$ cat config.mk
export PLATFORM = sky130hd
export DESIGN_NAME = hazard_unit
export DESIGN_NICKNAME = d
export VERILOG_FILES = /design/src/rtl/hazard_unit.sv
export SDC_FILE = /design/constraint.sdc
export NUM_CORES = 1
export LEC_CHECK = 0
export CAP_MARGIN = 15
export CORE_AREA = 2 2 39 41
export CTS_CLUSTER_DIAMETER = 60
export DETAILED_ROUTE_END_ITERATION = 12
export DIE_AREA = 0 0 41 43
export DONT_BUFFER_PORTS = 1
export GPL_TIMING_DRIVEN = 1
export RECOVER_POWER = 50
export SYNTH_ARGS = -nofsm -noshare
export SYNTH_HDL_FRONTEND = slang
export SYNTH_SLANG_ARGS = --single-unit
$ cat constraint.sdc
create_clock -name clk -period 1.55 [get_ports clk]
set_clock_uncertainty 0.05 [all_clocks]
set_input_delay 0.31 -clock clk [delete_from_list [all_inputs] [get_ports clk]]
set_output_delay 0.31 -clock clk [all_outputs]
set_load 0.005 [all_outputs]
$ cat src/rtl/hazard_unit.sv
// -----------------------------------------------------------------------------
// hazard_unit
//
// Stall/flush controller for the 5-stage pipeline. It works alongside the
// forwarding unit. It holds the front end when an operand does not exist yet,
// and squashes wrong-path instructions after a taken branch.
//
// It handles three cases:
//   - Load-use dependency: one bubble is inserted into ID/EX.
//   - Multicycle MDU op in EX: a fixed-latency freeze of MDU_LAT-1 cycles,
//     then one release cycle with mdu_done.
//   - Taken branch resolved in EX: IF/ID and ID/EX are flushed.
//
// The outputs are Mealy: they are decoded combinationally from state, cnt and
// the current inputs, so a stall takes effect in the cycle that detects it.
// Only state and cnt are registered.
//
// Optional build macro: HAZARD_PERF_CNT_EN
//   When it is defined, three saturating 32-bit event counters are added:
//   load_stall_cnt, mdu_stall_cnt and flush_cnt.
//
// Ports:
//   clk            in   system clock, rising edge
//   reset          in   asynchronous active-high reset
//   rs1, rs2       in   ID-stage source registers
//   ID_EX_reg      in   destination register of the instruction in EX
//   ID_EX_memRead  in   instruction in EX is a load
//   mdu_start      in   instruction in EX is an MDU op (held while in EX)
//   branch_taken   in   taken branch/jump resolved in EX this cycle
//   pc_write       out  PC register enable
//   if_id_write    out  IF/ID register enable
//   if_id_flush    out  IF/ID loads NOP
//   id_ex_flush    out  ID/EX loads bubble
//   ex_hold        out  ID/EX holds, EX/MEM loads bubble
//   mdu_busy       out  FSM is in MDU_BUSY
//   mdu_done       out  MDU result valid; release cycle
//   load_stall_cnt, mdu_stall_cnt, flush_cnt (HAZARD_PERF_CNT_EN only)
// -----------------------------------------------------------------------------
module hazard_unit #(
    parameter int WIDTH   = 5,
    parameter int MDU_LAT = 4
) (
    input  logic             clk,
    input  logic             reset,
    input  logic [WIDTH-1:0] rs1,
    input  logic [WIDTH-1:0] rs2,
    input  logic [WIDTH-1:0] ID_EX_reg,
    input  logic             ID_EX_memRead,
    input  logic             mdu_start,
    input  logic             branch_taken,
    output logic             pc_write,
    output logic             if_id_write,
    output logic             if_id_flush,
    output logic             id_ex_flush,
    output logic             ex_hold,
    output logic             mdu_busy,
    output logic             mdu_done
`ifdef HAZARD_PERF_CNT_EN
    ,
    output logic [31:0]      load_stall_cnt,
    output logic [31:0]      mdu_stall_cnt,
    output logic [31:0]      flush_cnt
`endif
);

    localparam int CNT_W = (MDU_LAT > 2) ? $clog2(MDU_LAT) : 1;

    typedef enum logic {
        IDLE     = 1'b0,
        MDU_BUSY = 1'b1
    } state_t;

    state_t             state_q, state_d;
    logic [CNT_W-1:0]   cnt_q, cnt_d;
    logic               load_use;

    // x0 is hardwired to zero, so it can never be the source of a hazard.
    assign load_use = ID_EX_memRead && (ID_EX_reg != '0) &&
                      ((rs1 == ID_EX_reg) || (rs2 == ID_EX_reg));

    always_ff @(posedge clk or posedge reset) begin
        if (reset) begin
            state_q <= IDLE;
            cnt_q   <= '0;
        end else begin
            state_q <= state_d;
            cnt_q   <= cnt_d;
        end
    end

    always_comb begin
        state_d     = state_q;
        cnt_d       = cnt_q;
        pc_write    = 1'b1;
        if_id_write = 1'b1;
        if_id_flush = 1'b0;
        id_ex_flush = 1'b0;
        ex_hold     = 1'b0;
        mdu_busy    = 1'b0;
        mdu_done    = 1'b0;

        // While reset is asserted, the outputs stay at their pass-through
        // values regardless of the inputs. A reset mid-MDU therefore releases
        // the pipe at once and never produces a done pulse.
        if (!reset) begin
            unique case (state_q)
                IDLE: begin
                    if (branch_taken) begin
                        // A branch in EX together with mdu_start is an illegal
                        // combination; the flush wins and the MDU is not entered.
                        if_id_flush = 1'b1;
                        id_ex_flush = 1'b1;
                    end else if (mdu_start) begin
                        pc_write    = 1'b0;
                        if_id_write = 1'b0;
                        ex_hold     = 1'b1;
                        state_d     = MDU_BUSY;
                        // The start cycle is itself one of the MDU_LAT-1 hold
                        // cycles, so the counter is loaded with MDU_LAT-2.
                        cnt_d       = CNT_W'(MDU_LAT - 2);
                    end else if (load_use) begin
                        // One bubble is enough: next cycle the load is in MEM
                        // and forwarding supplies the operand.
                        pc_write    = 1'b0;
                        if_id_write = 1'b0;
                        id_ex_flush = 1'b1;
                    end
                end
                MDU_BUSY: begin
                    // EX is frozen here, so branch and load-use cannot occur.
                    mdu_busy = 1'b1;
                    if (cnt_q != '0) begin
                        pc_write    = 1'b0;
                        if_id_write = 1'b0;
                        ex_hold     = 1'b1;
                        cnt_d       = cnt_q - 1'b1;
                    end else begin
                        mdu_done = 1'b1;
                        state_d  = IDLE;
                    end
                end
                default: state_d = IDLE;
            endcase
        end
    end

`ifdef HAZARD_PERF_CNT_EN
    logic load_stall_ev;

    // A load-use bubble is the only case where id_ex_flush is asserted
    // without if_id_flush.
    assign load_stall_ev = id_ex_flush && !if_id_flush;

    always_ff @(posedge clk or posedge reset) begin
        if (reset) begin
            load_stall_cnt <= '0;
            mdu_stall_cnt  <= '0;
            flush_cnt      <= '0;
        end else begin
            if (load_stall_ev && (load_stall_cnt != 32'hFFFF_FFFF))
                load_stall_cnt <= load_stall_cnt + 32'd1;
            if (ex_hold && (mdu_stall_cnt != 32'hFFFF_FFFF))
                mdu_stall_cnt <= mdu_stall_cnt + 32'd1;
            if (if_id_flush && (flush_cnt != 32'hFFFF_FFFF))
                flush_cnt <= flush_cnt + 32'd1;
        end
    end
`endif

endmodule

==> flow_summary.toml, run 1 <==
[sta]
totalNegativeSetupSlack_ps = -260
hold_viol = 0
setup_viol = 4
timing.final.max_slew_violations = 0
max-slew-margin-rel_pct = 81.9
period_needed_ps = 1640
worst_slew_pin_slew_ps = 271
rsz_0062_raised_after_global_routing = "yes"
final_critical_path_setup_slack_ps = -94.7
maxClockFrequency_mhz = 608
final_worst_path_period_share_pct = 106

[clock_network]
cts-root-to-sink-buffers = 2
cts.clk_slew.worst_paths_ps = 40
clk_root_buffer_cell = "clkbuf_4"
clock_latency_at_the_later_pin_of_the_worst_skew_pair_ps = 230
h-tree-depth = 1
cts-buffers-inserted = 3
cts_tree = "built"
number_of_clock_sinks = 3

[power_and_ir_drop]
switching_share_pct = 35.5
vdd_drop_max_v = 0.000446
clock_power_share_pct = 20.7
power_density_mw_per_mm2 = 1240
p_leak_nw = 0.205
overall_power_consumption_w = 0.000648
internal_dissipation_w = 0.000418
share_comb_of_total_power_pct = 58.6
p_seq_share_pct = 20.7
switching_power_w = 0.000230

[setup_path]
critPathMaxStageDelay_ps = 530
arrival_ps = 1280
critical_path.cell_chain = "or4_4 > o21ai_4 > a211oi_2 > a21oi_2"
critical_path_class = "input port to primary output"
crit_path_max_fanout = 3
required_ps = 1190
critical_path.startpoint_type = "input port"
critical-path-slowest-cell = "or4_4"
worst_setup_path_end_kind = "primary output"

[yosys]
yosysSeqAreaShare_pct = 22.0
synthesis.area_per_instance_um2 = 8.13
share_of_async_settable_or_async_resettable_flops_after_synthesis_pct = 100
netlist_area_before_placement_um2 = 342
ys_types = 22
synthesis.yosys.warnings = 0
synth-edff-count = 0
synth-seq-cells = 3
synth_cells = 42
syn_nets = 63
synth-main-ff-cell = "dfrtp_1"

[finish]
flow.area_growth_from_synthesis_pct = 53.5
post_route_cells_drive_above_1_share_pct = 47.1
nets = 73
antennaDiodeCount = 0
post_route_utilization_pct = 37.9

[min_path]
worst_hold_path_type = "input port to flip-flop"

[routing]
drt_drc_violations_left = 0
detail_route.wirelength_um = 884
drt_pass1_iterations = 3
route.antenna.remaining_nets = 0
viasPerCell = 4.60
detail_route.wl_per_cell_um = 13.2
drt_iter0_markers = 1
via_count = 308

[placement]
placement.setup.worst_slack_ps = -116
place.detailed.hpwl_um = 668
buffer_ports.inserted = 0
globalplace.congestion = 0.576

[floorplanning]
die_y_um = 43
fp.dieW_um = 41
rows = 14
core_mm2 = 0.00138
die_area_mm2 = 0.00176
floorplan.initialDensity_pct = 24.7
ios = 27

[global_routing]
grt_util_met1_pct = 12.3
grt_overflow = 0
grt.met3_usage_pct = 5.24
grt_pass1_vias = 348
grt_pass1_wl_um = 1410
groute.layer.met2.usage_pct = 19.4
antenna_violations_before_repair = 0
grt_max_degree = 8
busiest_layer_in_global_routing = "met2"
global_route_usage_over_all_layers_pct = 12.0

[job]
max_cap_viol_count = 0

[run_status]
failed_checks = "setup timing"
outcome = "complete, but fails checks"
==> cell usage after synthesis (all sizes together) (2+ instances only) <==
cell	instances	area (µm²)
nand2b	2	12.5
a21oi	2	10.0
inv	4	15.0
dfrtp	3	75.1
a21o	2	15.0
nand2	3	11.3
xnor2	10	87.6
nand3	2	10.0
==> critical path, delay by kind of cell <==
kind             cells  cell delay, ps
AND/OR/NAND/NOR      1             530
AO/OA/AOI/OAI        3             440
==> stage by stage <==
step | cells | hold slack (ps) | instance area, µm²
global route | 67 | 163 | 524
CTS | 67 | 150 | 485
floorplan | 42 | 13.6 | 345
finish | 67 | 155 | 524
detailed placement | 60 | 25.8 | 380
global placement | 60 | 21.0 | 380
==> flip-flops by register name (all words and copies together), names as in the netlist <==
register and flops:
cnt_q 2, state_q 1
==> routing by layer <==
| layer | share of wire [%] | wire length, µm |
|---|---|---|
| met1 | 35 | 306 |
| met2 | 59 | 518 |
| met3 | 6.7 | 59 |
| met4 | 0 | 0 |
| met5 | 0 | 0 |
==> cell type report <==
class                           count  area [µm²]
Timing Repair Buffer                6        55.1
Fill cell                         140         860
Inverter                            4        15.0
Clock buffer                        4        26.3
Multi-Input combinational cell     34         333
Sequential cell                     3        75.1
Tap cell                           16        20.0
==> power groups by stage <==
stage | sequential (W) | clock (W) | combinational [W]
5_1_grt | 0.000138 | 0.000155 | 0.000419
2_1_floorplan | 0.000131 | 0 | 0.000174
3_5_place_dp | 0.000128 | 0 | 0.000234
4_1_cts | 0.000130 | 0.000141 | 0.000345
3_3_place_gp | 0.000125 | 0 | 0.000226
6_report | 0.000134 | 0.000134 | 0.000380
==> cells by family after synthesis <==
logic type	Yosys count	synth area share, %
AO/OA/AOI/OAI	8	16.5
XOR/XNOR	10	25.6
adder cells (fa/ha/maj)	1	3.66
buffers and inverters	5	6.59
flip-flops	3	22.0
multiplexers	1	2.93
AND/OR/NAND/NOR	14	22.7
==> placed cells by master, fill, tap and decap left out, drive strengths merged, types with 2 or more instances in the layout <==
| master | Yosys | final |
|---|---|---|
| a21o | 2 | 2 |
| a21oi | 2 | 2 |
| buf | 1 | 5 |
| clkbuf | 0 | 4 |
| dfrtp | 3 | 3 |
| inv | 4 | 4 |
| nand2 | 3 | 3 |
| nand2b | 2 | 2 |
| nand3 | 2 | 2 |
| xnor2 | 10 | 10 |
==> final timing paths <==
path                               from        to  slack [ps]  cells after the start
max in group asynchronous         reset  cnt_q[1]         980                      2
max reg2reg                    cnt_q[0]  cnt_q[1]         300                      6
min                               reset   state_q         150                      1
min in group asynchronous         reset   state_q         350                      2
min reg2reg                    cnt_q[1]  cnt_q[1]         480                      1
max                        ID_EX_reg[1]  pc_write         -90                      4
==> timing repair <==
action                                 CTS  global route
hold buffers                             1             0
endpoints found under the hold margin    3             0
cloned                                   0             0
buffers inserted                         2             1
gates resized for setup                 11            10
setup endpoints to repair                4             6
pin swaps                                4             3
Power figures use the tool's default switching activity.
==> run 2: changes to the inputs <==
--- a/config.mk
+++ b/config.mk
@@ -5,7 +5,7 @@
 export SDC_FILE = /design/constraint.sdc
 export NUM_CORES = 1
 export LEC_CHECK = 0
-export CAP_MARGIN = 15
+export CAP_MARGIN = 5
 export CORE_AREA = 2 2 39 41
 export CTS_CLUSTER_DIAMETER = 60
 export DETAILED_ROUTE_END_ITERATION = 12
@@ -13,6 +13,7 @@
 export DONT_BUFFER_PORTS = 1
 export GPL_TIMING_DRIVEN = 1
 export RECOVER_POWER = 50
+export REMOVE_ABC_BUFFERS = 1
 export SYNTH_ARGS = -nofsm -noshare
 export SYNTH_HDL_FRONTEND = slang
 export SYNTH_SLANG_ARGS = --single-unit
==> flow_summary.toml, run 2 (synthesis results as in run 1) <==
[run_status]
outcome = "complete, but fails checks"
failed_checks = "setup timing"

[setup_path]
critical-path-slowest-cell = "dfrtp_1"
arrival_ps = 1250
worst_setup_path_end_kind = "primary output"
crit_path_max_fanout = 6
regToRegEndpoint = "cnt_q[1]"
worstSetupStartpoint = "state_q"
critical_path_class = "flip-flop to primary output"
critPathMaxStageDelay_ps = 360
crit-reg2reg-launch = "cnt_q[0]"
setup.reg_to_reg.worst_slack_ps = 270
critical_path.startpoint_type = "flip-flop"
critical_path.cell_chain = "buf_4 > nor2_1 > nand2_1 > a21oi_4 > buf_6"
required_ps = 1190
crit_family = "flip-flops"
reg2reg_depth = 6
crit_buf_inv = 2

[finish]
mostFrequentLayoutCell = "xnor2_1"
post_route_cells_drive_above_1_share_pct = 36.7
layout_common_cells = "xnor2_1 (10), nand2_1 (3), inv_1 (3), clkbuf_4 (3), dfrtp_1 (3)"
layout_top_registers = "cnt_q (2), state_q (1)"
postLayoutCellArea_um2 = 477
flow.area_growth_from_synthesis_pct = 39.6
layout.area.seq_um2 = 75.1
nets = 71
largest_register_ffs = 2
antennaDiodeCount = 0
multiInputGateArea_um2 = 304
largest_register_by_flop_count = "cnt_q"
final.fill_count = 165

[floorplanning]
die_y_um = 43
floorplan.initialDensity_pct = 24.7
die_area_mm2 = 0.00176
core_mm2 = 0.00138
fp.dieW_um = 41
ios = 27
rows = 14

[sta]
final_worst_path_period_share_pct = 104
rsz_0062_raised_after_global_routing = "yes"
fin_worst_hold_slack_ps = 155
final_critical_path_setup_slack_ps = -62.7
hold_viol = 0
timing.final.max_slew_violations = 0
period_needed_ps = 1610
maxClockFrequency_mhz = 620
worst_slew_pin_slew_ps = 299
max-slew-margin-rel_pct = 80.1
setup_viol = 4

[clock_network]
number_of_clock_sinks = 3
cts.clk_slew.worst_paths_ps = 40
clk_root_buffer_cell = "clkbuf_4"
cts_setup_buffers = 0
h-tree-depth = 1
clock_latency_at_the_later_pin_of_the_worst_skew_pair_ps = 230
cts-buffers-inserted = 3
cts-root-to-sink-buffers = 2
cts_tree = "built"

[power_and_ir_drop]
vdd_drop_max_v = 0.000334
p_leak_nw = 0.192
power_density_mw_per_mm2 = 1170
overall_power_consumption_w = 0.000558

[routing]
via_count = 324
route.antenna.remaining_nets = 0
detail_route.wl_per_cell_um = 12.6
drt_iter0_markers = 2
drt_pass1_iterations = 3
drt_drc_violations_left = 0
viasPerCell = 4.98
detail_route.wirelength_um = 817

[job]
max_cap_viol_count = 0

[global_routing]
grt_overflow = 0
global_route_usage_over_all_layers_pct = 10.3
grt_pass1_wl_um = 1170
grt_max_degree = 8
antenna_violations_before_repair = 0
grt_pass1_vias = 324

[placement]
buffer_ports.inserted = 0
placement.setup.worst_slack_ps = -166
globalplace.congestion = 0.623
detailed_place.area_um2 = 377

[min_path]
worst_hold_path_type = "input port to flip-flop"
hp-start = "reset"
hold_depth = 1
worstHoldEndpoint = "state_q"
-- run 2: worst max-delay path by stage --
stage | to | cells past startpoint
after floorplan | if_id_write | 4
after global placement | if_id_write | 4
after detailed placement | if_id_write | 4
after CTS | pc_write | 4
after global routing | ex_hold | 5
final | ex_hold | 5
-- run 2: power breakdown --
part / switching, W / internal [W]
combinational: 0.000134 / 0.000161
sequential: 0.0000141 / 0.000113
clock: 0.0000398 / 0.0000964
total: 0.000188 / 0.000371
-- run 2: layer usage --
layer | track usage [%] | up-vias | part of all wire [%]
met3 | 2.62 | 0 | 11
met2 | 15.9 | 20 | 54
met1 | 9.32 | 148 | 35
met4 | 12.0 | 0 | 0
met5 | 0 | - | 0
li1 | - | 156 | -
-- run 2: repair_timing --
action | CTS | global route
endpoints found under the hold margin | 3 | 0
setup endpoints to repair | 4 | 5
resized for setup | 11 | 3
hold buffers | 1 | 0
cloned | 0 | 0
pin swaps | 6 | 1
-- run 2: area by class of cell --
type / count / area share (%)
clock buffers: 4 / 5.51
inverters: 4 / 3.15
multi-input cells: 34 / 63.8
flip-flops and latches: 3 / 15.7
well taps: 16 / 4.20
repair buffers: 4 / 7.61
-- run 2: metrics by stage --
stage,cells,TNS (ps),utilization [%]
6_report,65,-231,34.4
5_1_grt,65,-513,34.4
4_1_cts,65,-260,33.5
3_5_place_dp,60,-427,27.2
3_3_place_gp,60,-375,27.2
2_1_floorplan,41,-161,-
